--- config.mk ---
export PLATFORM = sky130hd
export DESIGN_NAME = dice_roll_controller
export DESIGN_NICKNAME = d
export VERILOG_FILES = /design/src/rtl/dice_roll_controller.sv
export SDC_FILE = /design/constraint.sdc
export NUM_CORES = 1
export LEC_CHECK = 0
export ABC_AREA = 0
export CAP_MARGIN = 25
export CELL_PAD_IN_SITES_DETAIL_PLACEMENT = 0
export CELL_PAD_IN_SITES_GLOBAL_PLACEMENT = 2
export CORE_ASPECT_RATIO = 0.9
export CORE_MARGIN = 2
export CORE_UTILIZATION = 40
export DETAILED_ROUTE_END_ITERATION = 10
export GPL_TIMING_DRIVEN = 0
export PLACE_DENSITY_LB_ADDON = 0.1
export SYNTH_ARGS = -nofsm -noshare
export SYNTH_HDL_FRONTEND = slang
export SYNTH_SLANG_ARGS = --single-unit
--- constraint.sdc ---
create_clock -name clk -period 6.3 [get_ports clk]
set_input_delay 1.26 -clock clk [delete_from_list [all_inputs] [get_ports clk]]
set_output_delay 1.26 -clock clk [all_outputs]
set_load 0.005 [all_outputs]
--- src/rtl/dice_roll_controller.sv ---
// Dice roll sequencer: debounces the roll button, tumbles faces 1..6 while the
// button is held, decelerates over SLOW_STEPS steps after release, then holds
// the result.
//
// Ports:
//   clk        system clock
//   rst_n      asynchronous active-low reset
//   btn        raw asynchronous roll button, active-high
//   lamp_test  forces dice_value to 7 without disturbing the sequencer
//   dice_value face code to the pip encoder (0 blank, 1..6 faces, 7 lamp test)
//   rolling    high while tumbling or decelerating
//   done       one-cycle pulse when the final face is first shown
module dice_roll_controller #(
    parameter int unsigned DB_CYCLES  = 4,
    parameter int unsigned TICK_DIV   = 8,
    parameter int unsigned SLOW_STEPS = 4
) (
    input  logic       clk,
    input  logic       rst_n,
    input  logic       btn,
    input  logic       lamp_test,
    output logic [2:0] dice_value,
    output logic       rolling,
    output logic       done
);

    // Longest interval is the last deceleration step: TICK_DIV << (SLOW_STEPS-1).
    localparam int unsigned MAX_INTERVAL = TICK_DIV << (SLOW_STEPS - 1);
    localparam int unsigned TICK_W       = $clog2(MAX_INTERVAL + 1);
    localparam int unsigned K_W          = (SLOW_STEPS > 1) ? $clog2(SLOW_STEPS) : 1;
    localparam int unsigned DB_W         = (DB_CYCLES > 1) ? $clog2(DB_CYCLES) : 1;
    localparam logic [2:0]  LAMP_CODE    = 3'd7;

    typedef enum logic [1:0] {
        IDLE = 2'd0,
        ROLL = 2'd1,
        SLOW = 2'd2,
        SHOW = 2'd3
    } state_t;

    state_t            state;
    state_t            state_next;
    logic [1:0]        sync_q;
    logic              btn_sync;
    logic [DB_W-1:0]   db_cnt;
    logic              btn_db;
    logic              btn_db_d;
    logic              press_c;
    logic [TICK_W-1:0] tick_cnt;
    logic [TICK_W-1:0] tick_next;
    logic [K_W-1:0]    step_k;
    logic [K_W-1:0]    k_next;
    logic [2:0]        face;
    logic [2:0]        face_next;
    logic              rolling_next;
    logic              done_next;
    logic [TICK_W-1:0] slow_limit;
    logic              roll_wrap;
    logic              last_step;

    // Face advance 1..6 with wrap; a blank register starts at 1.
    function automatic logic [2:0] next_face(input logic [2:0] f);
        next_face = (f >= 3'd6) ? 3'd1 : f + 3'd1;
    endfunction

    // Two-flop synchroniser for the asynchronous button.
    always_ff @(posedge clk or negedge rst_n) begin
        if (!rst_n) begin
            sync_q <= '0;
        end else begin
            sync_q <= {sync_q[0], btn};
        end
    end

    assign btn_sync = sync_q[1];

    // Debounce: adopt the synchronised level after DB_CYCLES consecutive
    // disagreeing samples; any agreeing sample restarts the count.
    always_ff @(posedge clk or negedge rst_n) begin
        if (!rst_n) begin
            db_cnt   <= '0;
            btn_db   <= 1'b0;
            btn_db_d <= 1'b0;
        end else begin
            btn_db_d <= btn_db;
            if (btn_sync != btn_db) begin
                if (db_cnt == DB_W'(DB_CYCLES - 1)) begin
                    btn_db <= btn_sync;
                    db_cnt <= '0;
                end else begin
                    db_cnt <= db_cnt + DB_W'(1);
                end
            end else begin
                db_cnt <= '0;
            end
        end
    end

    assign press_c = btn_db & ~btn_db_d;

    // State and datapath registers.
    always_ff @(posedge clk or negedge rst_n) begin
        if (!rst_n) begin
            state    <= IDLE;
            tick_cnt <= '0;
            step_k   <= '0;
            face     <= '0;
            rolling  <= 1'b0;
            done     <= 1'b0;
        end else begin
            state    <= state_next;
            tick_cnt <= tick_next;
            step_k   <= k_next;
            face     <= face_next;
            rolling  <= rolling_next;
            done     <= done_next;
        end
    end

    // Next-state and next-datapath logic.
    always_comb begin
        state_next   = state;
        tick_next    = tick_cnt;
        k_next       = step_k;
        face_next    = face;
        slow_limit   = TICK_W'((32'(TICK_DIV) << step_k) - 32'd1);
        roll_wrap    = (tick_cnt == TICK_W'(TICK_DIV - 1));
        last_step    = (step_k == K_W'(SLOW_STEPS - 1));

        case (state)
            IDLE: begin
                face_next = '0;
                if (press_c) begin
                    state_next = ROLL;
                    tick_next  = '0;
                end
            end
            ROLL: begin
                if (roll_wrap) begin
                    tick_next = '0;
                    face_next = next_face(face);
                end else begin
                    tick_next = tick_cnt + TICK_W'(1);
                end
                // Release wins over the tick restart, but a coinciding step is kept.
                if (!btn_db) begin
                    state_next = SLOW;
                    k_next     = '0;
                    tick_next  = '0;
                end
            end
            SLOW: begin
                if (tick_cnt == slow_limit) begin
                    tick_next = '0;
                    face_next = next_face(face);
                    if (last_step) begin
                        state_next = SHOW;
                    end else begin
                        k_next = step_k + K_W'(1);
                    end
                end else begin
                    tick_next = tick_cnt + TICK_W'(1);
                end
            end
            SHOW: begin
                if (press_c) begin
                    state_next = ROLL;
                    tick_next  = '0;
                end
            end
            default: begin
                state_next = IDLE;
            end
        endcase

        rolling_next = (state_next == ROLL) || (state_next == SLOW);
        done_next    = (state_next == SHOW) && (state != SHOW);
    end

    // Lamp test overrides only the displayed code.
    assign dice_value = lamp_test ? LAMP_CODE : face;

endmodule

==> results by group <==
Outcome
  – Status: finished clean

Power and ir drop
  – VDD IR max: 0.191 mV
  – Leakage: 0.693 nW
  – Post-route total power: 0.000609 W
  – Pwr/cell area: 387 nW/µm²

Synthesis
  – Synth Area in XOR/XNOR: 1.96%
  – Synth Area in Compound Gates: 16.0%
  – Adder-cell area share of the yosys netlist: 12.1%
  – Mapped Cells: 137
  – Synthesis-stage register bit count: 22
  – Post-synthesis sequential area ratio: 41.1%
  – Average cell area after synthesis: 9.78 µm²
  – Syn nets: 154
  – Synth Area in Simple Gates: 19.1%
  – Multiplexer share of the synthesized area: 5.32%
  – Post-synth cell types: 37
  – Largest family of logic cells by synthesized area: simple AND/OR/NAND/NOR gates
  – YS warnings: 0
  – Mapped cell area: 1340 µm²

CTS
  – Post-CTS Repair Setup Buffers: 0
  – CTS Buf Count: 3
  – CTS tree: built
  – Worst-path clk slew: 0.08 ns
  – CTS max path bufs: 2
  – Hold_buf cts: 0
  – Worst skew pair latency: 0.27 ns
  – Post-CTS Resized: 0
  – CTS H-tree lvls: 1
  – Cell at the root of the clock tree: clkbuf_8
  – CTS sink cnt: 22

Floorplan
  – Die H: 58.9 µm
  – IO Pins: 9
  – DIE AREA: 3830 µm²
  – Initial Util: 43.0%
  – Die W: 65.0 µm
  – Area of the core: 3110 µm²
  – Site Rows: 19

Place
  – GP Congestion: 0.753
  – Port Buf Inserts: 8
  – Worst slack at placement: 2.61 ns
  – DP HPWL: 1.81 mm
  – Area after DPL: 1470 µm²

Final layout
  – Finished Cell Area: 1570 µm²
  – Number of nets in the layout: 168
  – Multi-input logic area: 731 µm²
  – Reg area: 551 µm²
  – P&R area growth vs syn: 17.3%
  – Fill cells: 308
  – Commonest cells after routing, fill and taps aside: dfrtp_1 (22), nand2_1 (16), ha_1 (13)
  – Most common cell after layout, fill and taps aside: dfrtp_1
  – Share of cells above drive strength 1: 14.0%
  – ANT cells: 0

Timing
  – Final Worst Setup Slack: 2.62 ns
  – Finish-stage setup viols: 0
  – Hold Slack: 0.363 ns
  – Post-layout min period: 3.68 ns
  – Setup Skew: 0.00126 ns
  – Pins Over Slew Limit: 0
  – Rel. slew slack: 73.1%
  – RSZ-0062 raised after global routing: false
  – Fmax: 272 MHz
  – TNS Setup: 0 ns
  – Worst-Margin Slew: 0.404 ns
  – Tcrit/Tclk final: 58.4%
  – Hold Vio Cnt, Final: 0

Route
  – 1st-iter DRT viols: 29
  – Drt wl/cell: 12.8 µm
  – 1st-pass router iterations: 4
  – Final WL: 2.47 mm
  – Vias: 986
  – DRC violations left: 0
  – Via-to-Cell Ratio: 5.14
  – Antenna-violating nets left: 0

Setup path
  – CP dominant cell by count: clkdlybuf4s50_1
  – Reg-to-reg slack, setup: 3.90 ns
  – Largest stage delay on the critical path: 0.44 ns
  – WP buf/inv: 2
  – Critical Path Sink Type: output pin
  – CP delay by family, top: buffers and inverters
  – Critical path fanouts, max: 3
  – Kind of critical path: in2out
  – Critical Path AT: 2.42 ns
  – Worst setup SP type: input port
  – Worst path slowest cell: clkdlybuf4s50_1
  – FF-to-FF Start: step_k[1]$_DFFE_PN0P_
  – Crit path from: lamp_test
  – Critical path required time: 5.04 ns
  – Worst path cell trace: clkdlybuf4s50_1 > or2_2 > clkdlybuf4s50_1

Global route
  – Largest net degree at the start of global routing: 23
  – Global-route wire length before repair: 4.40 mm
  – Vias in the first global route: 951
  – Initial antenna violation count: 0
  – GRT Total Usage: 15.2%
  – Grt ovf: 0

Hold path
  – Worst min-delay path class: reg2reg
  – Worst Hold Launch: sync_q[0]$_DFF_PN0_

Flow run
  – Max_cap viols: 0
[cell type report]
| class | instances | share of cell area [%] |
|---|---|---|
| tap | 42 | 3.34 |
| sequential | 22 | 35.0 |
| clock buffer | 3 | 2.63 |
| clock inverter | 1 | 1.91 |
| buffer | 5 | 1.83 |
| timing repair buffer | 9 | 6.85 |
| multi-input combinational | 102 | 46.5 |
| inverter | 8 | 1.91 |
[cell usage after synthesis]
master	number	area share (%)
dfrtp_1	22	41
nand2_1	16	4.5
ha_1	13	12
o21ai_0	10	3.7
inv_1	8	2.2
nor2_1	6	1.7
nand3_1	5	1.9
nand2b_1	4	1.9
nor3_1	4	1.5
o211ai_1	4	2.2
or2_2	4	1.9
and2_1	3	1.4
mux2_2	3	2.5
nor2b_1	3	1.4
xnor2_1	3	2.0
a21o_1	2	1.1
a21oi_1	2	0.75
buf_2	2	0.75
clkbuf_1	2	0.56
mux2i_2	2	2.1
o21ai_1	2	0.75
o311ai_0	2	1.3
a22o_1	1	0.65
a31oi_2	1	0.93
a31oi_4	1	1.6
and2_0	1	0.47
buf_6	1	0.84
mux2i_1	1	0.75
nand4_1	1	0.47
nor3b_1	1	0.56
nor4_1	1	0.47
nor4b_1	1	0.65
o21ai_2	1	0.65
o221a_2	1	0.84
o31ai_1	1	0.56
o41a_1	1	0.84
or2_1	1	0.47
[logic make-up (layout without fill, tap and decap cells)]
kind of cell,Yosys count,after routing
AOI/OAI and AO/OA,29,29
and+or+nand+nor,51,51
buffers and inverters,13,26
muxes,6,6
xor gates and xnor gates,3,3
adders and majority gates,13,13
DFF,22,22
[stage by stage]
stage / std cells / util [%]
after detailed placement: 187 / 47.3
after global placement: 187 / 47.3
after global routing: 192 / 50.5
final: 192 / 50.5
after CTS: 191 / 49.6
after floorplan: 137 / -
[path summary, 6_finish.rpt]
check,endpoint,depth (start not counted)
worst max-delay path,dice_value[2],3
worst min-delay path,sync_q[1]$_DFF_PN0_,0
worst max register to register,rolling$_DFF_PN0_,8
worst min register to register,sync_q[1]$_DFF_PN0_,0
max in group asynchronous,tick_cnt[4]$_DFFE_PN0P_,2
min in group asynchronous,db_cnt[1]$_DFF_PN0_,1
[where the power goes]
group | internal [W] | leakage, nW | switching, W | total [W]
Clock | 0.0000850 | 0.0357 | 0.0000474 | 0.000132
Sequential | 0.000179 | 0.287 | 0.0000302 | 0.000209
Combinational | 0.000115 | 0.371 | 0.000152 | 0.000267
Total | 0.000379 | 0.693 | 0.000230 | 0.000609
[metal layers]
layer  vias up  track usage [%]  wire length (µm)
li1        504                -                 -
met5         -                0                 0
met2        18             22.7              1050
met4         0             8.93                61
met1       460             21.1              1270
met3         4             2.49                85
[registers in the layout, summed over array words and instances (netlist names)]
register  flops
btn_db        1
btn_db_d      1
db_cnt        2
done          1
face          3
rolling       1
state         2
step_k        2
sync_q        2
tick_cnt      7
[worst register-to-register path, stage by stage, from the launching register on]
cell     delay [ns]
dfrtp_1        0.40
inv_1          0.09
ha_1           0.19
xnor2_1        0.23
mux2i_2        0.39
nand3_1        0.23
o221a_2        0.34
o21ai_1        0.17
ha_1           0.25
(Power assumes the default switching activity.)
==> variant 1 (same settings) <==
Re-encode `state_t` (4 states) as one-hot, 4 bits wide.
--- a/src/rtl/dice_roll_controller.sv
+++ b/src/rtl/dice_roll_controller.sv
@@ -32,9 +32,9 @@
     localparam logic [2:0]  LAMP_CODE    = 3'd7;
 
-    typedef enum logic [1:0] {
-        IDLE = 2'd0,
-        ROLL = 2'd1,
-        SLOW = 2'd2,
-        SHOW = 2'd3
+    typedef enum logic [3:0] {
+        IDLE = 4'b0001,
+        ROLL = 4'b0010,
+        SLOW = 4'b0100,
+        SHOW = 4'b1000
     } state_t;
 
Check against the original RTL: no difference found for any inputs over 10 cycles, from zero or initial values and one cycle with rst_n low; not proved beyond that.
==> variant 1 against the original RTL <==
  * Worst setup slack got worse by 0.011 ns
  * Critical path depth unchanged
  * Register-to-register slack improved by 0.42 ns
  * Core utilization down 2.5 points
  * Fmax down 0.30%
  * Clock power down 22%
  * Sequential cell count grew 2
  * Routed wire length grew 11%
  * Total power is 22% lower
  * Area after synthesis is 5.6% higher
  * Die area rose by 5.2%
  * Design area grew 3.1%
  * Critical path type unchanged
  * Critical endpoint unchanged
  * Largest power group is now sequential cells
==> variant 1: results <==
{
  "status": "finished, final reports clean",
  "port_buffers": 8,
  "grt_pass1_wl_um": 4820,
  "gp_congestion": 0.742,
  "track_usage_pct": 15.7,
  "grt_max_degree": 16,
  "p_leak_nw": 0.712,
  "dpl_cell_area_sq_um": 1570,
  "vias_per_cell": 5.27,
  "hold_class": "flip-flop to flip-flop",
  "yosys.cell_types.count": 39,
  "max-vdd-ir-drop_v": 0.000209,
  "synth_top_cells_by_count": "dfrtp_1, nand2_1, nand3_1, inv_1",
  "slew_headroom_pct": 66.4,
  "dp_hpwl_um": 2070,
  "ctsLongestPathBuffers": 2,
  "largestRegisters": "tick_cnt x7, state x4, face x3",
  "antenna_found_initial": 0,
  "p_sw_mw": 0.165,
  "grt_pass1_vias": 1059,
  "worst-r2r-cell-count": 7,
  "synthesis.nets": 162,
  "synth_seq_area_share_pct": 42.5,
  "routedWlPerCell_um": 13.2,
  "fin_nets": 176,
  "synth.area.top_cells": "dfrtp_1, ha_1, nand3_1, nand2_1, mux2i_1",
  "num-fill-cells": 344,
  "worst_clock_skew_ns": 0.00500,
  "timing.reg2reg.setup_slack_ns": 4.32
}
## variant 1: cell count changes after synthesis, moves of 3 or more
cell,before,now
mux2i_1,1,5
o211ai_1,4,0
a31oi_1,0,3
o22ai_1,0,4
nand3_1,5,12
ha_1,13,8
and3_1,0,3
## variant 1: layout make-up
cell class / count / area [sq um] / share of cell area [%]
tap: 44 / 55.1 / 3.40
buffer: 5 / 25.0 / 1.54
timing repair buffer: 9 / 95.1 / 5.87
multi-input combinational: 112 / 754 / 46.6
sequential: 24 / 602 / 37.1
clock buffer: 4 / 55.1 / 3.40
inverter: 9 / 33.8 / 2.08
## variant 1: per-layer routing
metal  vias up  wire length [um]  track usage (%)
li1        551                 -                -
met1       526              1370             21.9
met2        13              1280             26.3
met3         0                74             2.78
met4         0                 0             2.62
met5         -                 0                0
## variant 1: per-stage QoR
| stage | total power, mW | setup WS, ns | std cells | hold slack, ns |
|---|---|---|---|---|
| floorplan | 0.329 | 3.50 | 150 | 0.331 |
| global placement | 0.372 | 2.63 | 202 | 0.343 |
| detailed placement | 0.376 | 2.61 | 203 | 0.341 |
| CTS | 0.482 | 2.60 | 207 | 0.362 |
| global route | 0.516 | 2.55 | 207 | 0.374 |
| finish | 0.476 | 2.61 | 207 | 0.358 |
## variant 1: worst min path at each step
stage	from	endpoint	slack, ns	cells after the start
after floorplan	sync_q[0]	sync_q[1]	0.33	0
after global placement	sync_q[0]	sync_q[1]	0.34	0
after detailed placement	sync_q[0]	sync_q[1]	0.34	0
after CTS	sync_q[0]	sync_q[1]	0.36	0
after global routing	sync_q[0]	sync_q[1]	0.37	0
final	sync_q[0]	sync_q[1]	0.36	0
## variant 1: critical path, cell delays in order
cell,delay [ns]
clkdlybuf4s50_1,0.42
or2_2,0.30
clkdlybuf4s50_1,0.44
## variant 1: kinds of logic after synthesis
family	synth area share, %
AND/OR/NAND/NOR	24.2
AO/OA/AOI/OAI	13.8
flip-flops	42.5
buffers and inverters	4.16
adder cells (fa/ha/maj)	7.07
multiplexers	5.13
XOR/XNOR	3.10
## variant 1: power groups by stage
stage          clock network [mW]  logic (mW)  registers, mW
6_report                    0.103       0.171          0.201
5_1_grt                     0.115       0.196          0.206
4_1_cts                     0.109       0.172          0.201
3_5_place_dp                    0       0.171          0.205
3_3_place_gp                    0       0.168          0.203
2_1_floorplan                   0       0.130          0.199
==> variant 2 (config.mk and constraints unchanged) <==
Without the edit above. The parameter `SLOW_STEPS` goes from 4 to 8.
--- a/src/rtl/dice_roll_controller.sv
+++ b/src/rtl/dice_roll_controller.sv
@@ -14,5 +14,5 @@
     parameter int unsigned DB_CYCLES  = 4,
     parameter int unsigned TICK_DIV   = 8,
-    parameter int unsigned SLOW_STEPS = 4
+    parameter int unsigned SLOW_STEPS = 8
 ) (
     input  logic       clk,
Check against the original RTL: same outputs for any inputs over 10 cycles, from zero or initial values and one cycle with rst_n low; that may be too few to reach the edited logic, so the function may still have changed.
==> variant 2 against the original RTL <==
  * Sequential power grew 21%
  * Total power grew 6.4%
  * Worst setup slack lost 0.0088 ns
  * Area after synthesis grew 32%
  * Sequential cell count grew 5
  * Design area grew 28%
  * Routed wire length grew 43%
  * Global-route usage grew 1.4 points
  * Combinational power grew 7.5%
  * Core utilization shrank 2.2 points
  * Die area grew 30%
  * Largest cell class unchanged
==> variant 2: results <==
{
  "status": "finished, final reports clean",
  "p_sw_share_pct": 40.8,
  "synth-compound-area-share_pct": 13.5,
  "num-fill-cells": 410,
  "synth_top_cells_by_count": "dfrtp_1, nand2_1, ha_1, nor2_1, xor2_1",
  "synthXorXnorAreaFrac_pct": 8.39,
  "final_layout_size_suffix_gt1_share_pct": 9.00,
  "clkTransAtPathRegs_ns": 0.10,
  "grt_max_degree": 18,
  "slew_headroom_pct": 51.5,
  "endpoint": "dice_value[1]",
  "synth_seq_area_share_pct": 38.1,
  "reg2reg_from": "step_k[0]",
  "max-vdd-ir-drop_v": 0.000243,
  "grt_pass1_wl_um": 6390,
  "r2r-end": "tick_cnt[2]",
  "worst_clock_skew_ns": 0.00550,
  "worst-r2r-cell-count": 10,
  "timing.reg2reg.setup_slack_ns": 3.10,
  "grt_pass1_vias": 1367,
  "yosys.cell_types.count": 45,
  "pre_cts_ws_ns": 2.60,
  "fin_nets": 221,
  "track_usage_pct": 16.6,
  "muxShareOfSynthArea_pct": 2.33,
  "synth.area.top_cells": "dfrtp_1, ha_1, xor2_1, nand2_1, xnor2_1",
  "p_leak_nw": 0.864,
  "largestRegisters": "tick_cnt x11, face x3, step_k x3",
  "vias": 1332,
  "yosys.area_share.adder_pct": 11.3,
  "drt_iter0_drc": 43,
  "wl_um": 3520,
  "synthesis.nets": 207
}
[variant 2: cell types whose count changed after synthesis, sizes merged, moves of 4 or more]
| cell | unedited run | this run |
|---|---|---|
| nand2 | 16 | 20 |
| a21oi | 2 | 7 |
| dfrtp | 22 | 27 |
| xnor2 | 3 | 7 |
| nor2 | 6 | 16 |
| and2 | 4 | 0 |
| nand2b | 4 | 0 |
| xor2 | 0 | 10 |
[variant 2: layer usage]
| layer | global-route usage, % | vias to the layer above | part of all wire, % |
|---|---|---|---|
| met1 | 23.0 | 635 | 52 |
| met2 | 27.8 | 16 | 45 |
| li1 | - | 679 | - |
| met4 | 2.05 | 0 | 0.54 |
| met3 | 3.13 | 2 | 2.4 |
| met5 | 0 | - | 0 |
[variant 2: worst min path at each step]
stage	endpoint	slack [ns]	cells after the start
2_1_floorplan	sync_q[1]	0.33	0
3_3_place_gp	sync_q[1]	0.34	0
3_5_place_dp	sync_q[1]	0.36	0
4_1_cts	sync_q[1]	0.38	0
5_1_grt	sync_q[1]	0.39	0
6_report	sync_q[1]	0.38	0
[variant 2: cells by family after synthesis]
family,count (synthesis)
flops,27
fa+ha+maj,16
mux,4
compound gates,33
simple gates,73
buf+inv,17
xor+xnor,17
[variant 2: per-stage QoR]
stage               std cells  utilization, %  instance area, sq um
floorplan                 187               -                  1770
global placement          255            46.4                  1930
detailed placement        256            47.1                  1960
CTS                       260            48.3                  2010
global route              260            48.3                  2010
finish                    260            48.3                  2010
[variant 2: area by class of cell]
type | count | area [sq um] | area share [%]
Buffer | 7 | 35.0 | 1.75
Clock inverter | 1 | 8.76 | 0.436
Timing Repair Buffer | 9 | 108 | 5.36
Multi-Input combinational cell | 143 | 1030 | 51.1
Tap cell | 60 | 75.1 | 3.74
Sequential cell | 27 | 676 | 33.7
Inverter | 10 | 37.5 | 1.87
Clock buffer | 3 | 41.3 | 2.06
[variant 2: power by group through the flow]
stage          combinational [mW]  sequential (mW)  clock [mW]
3_3_place_gp                0.281            0.254           0
5_1_grt                     0.338            0.261       0.118
2_1_floorplan               0.213            0.246           0
3_5_place_dp                0.291            0.256           0
4_1_cts                     0.292            0.252       0.113
6_report                    0.287            0.253       0.108
[variant 2: worst register-to-register path: stages, from the launching register on]
cell,delay (ns)
dfrtp_1,0.43
inv_1,0.11
ha_1,0.32
nand2_1,0.15
ha_1,0.27
xnor2_1,0.33
o2111ai_1,0.20
a2111oi_4,0.49
nand3_2,0.19
a211oi_4,0.49
nor2_1,0.10
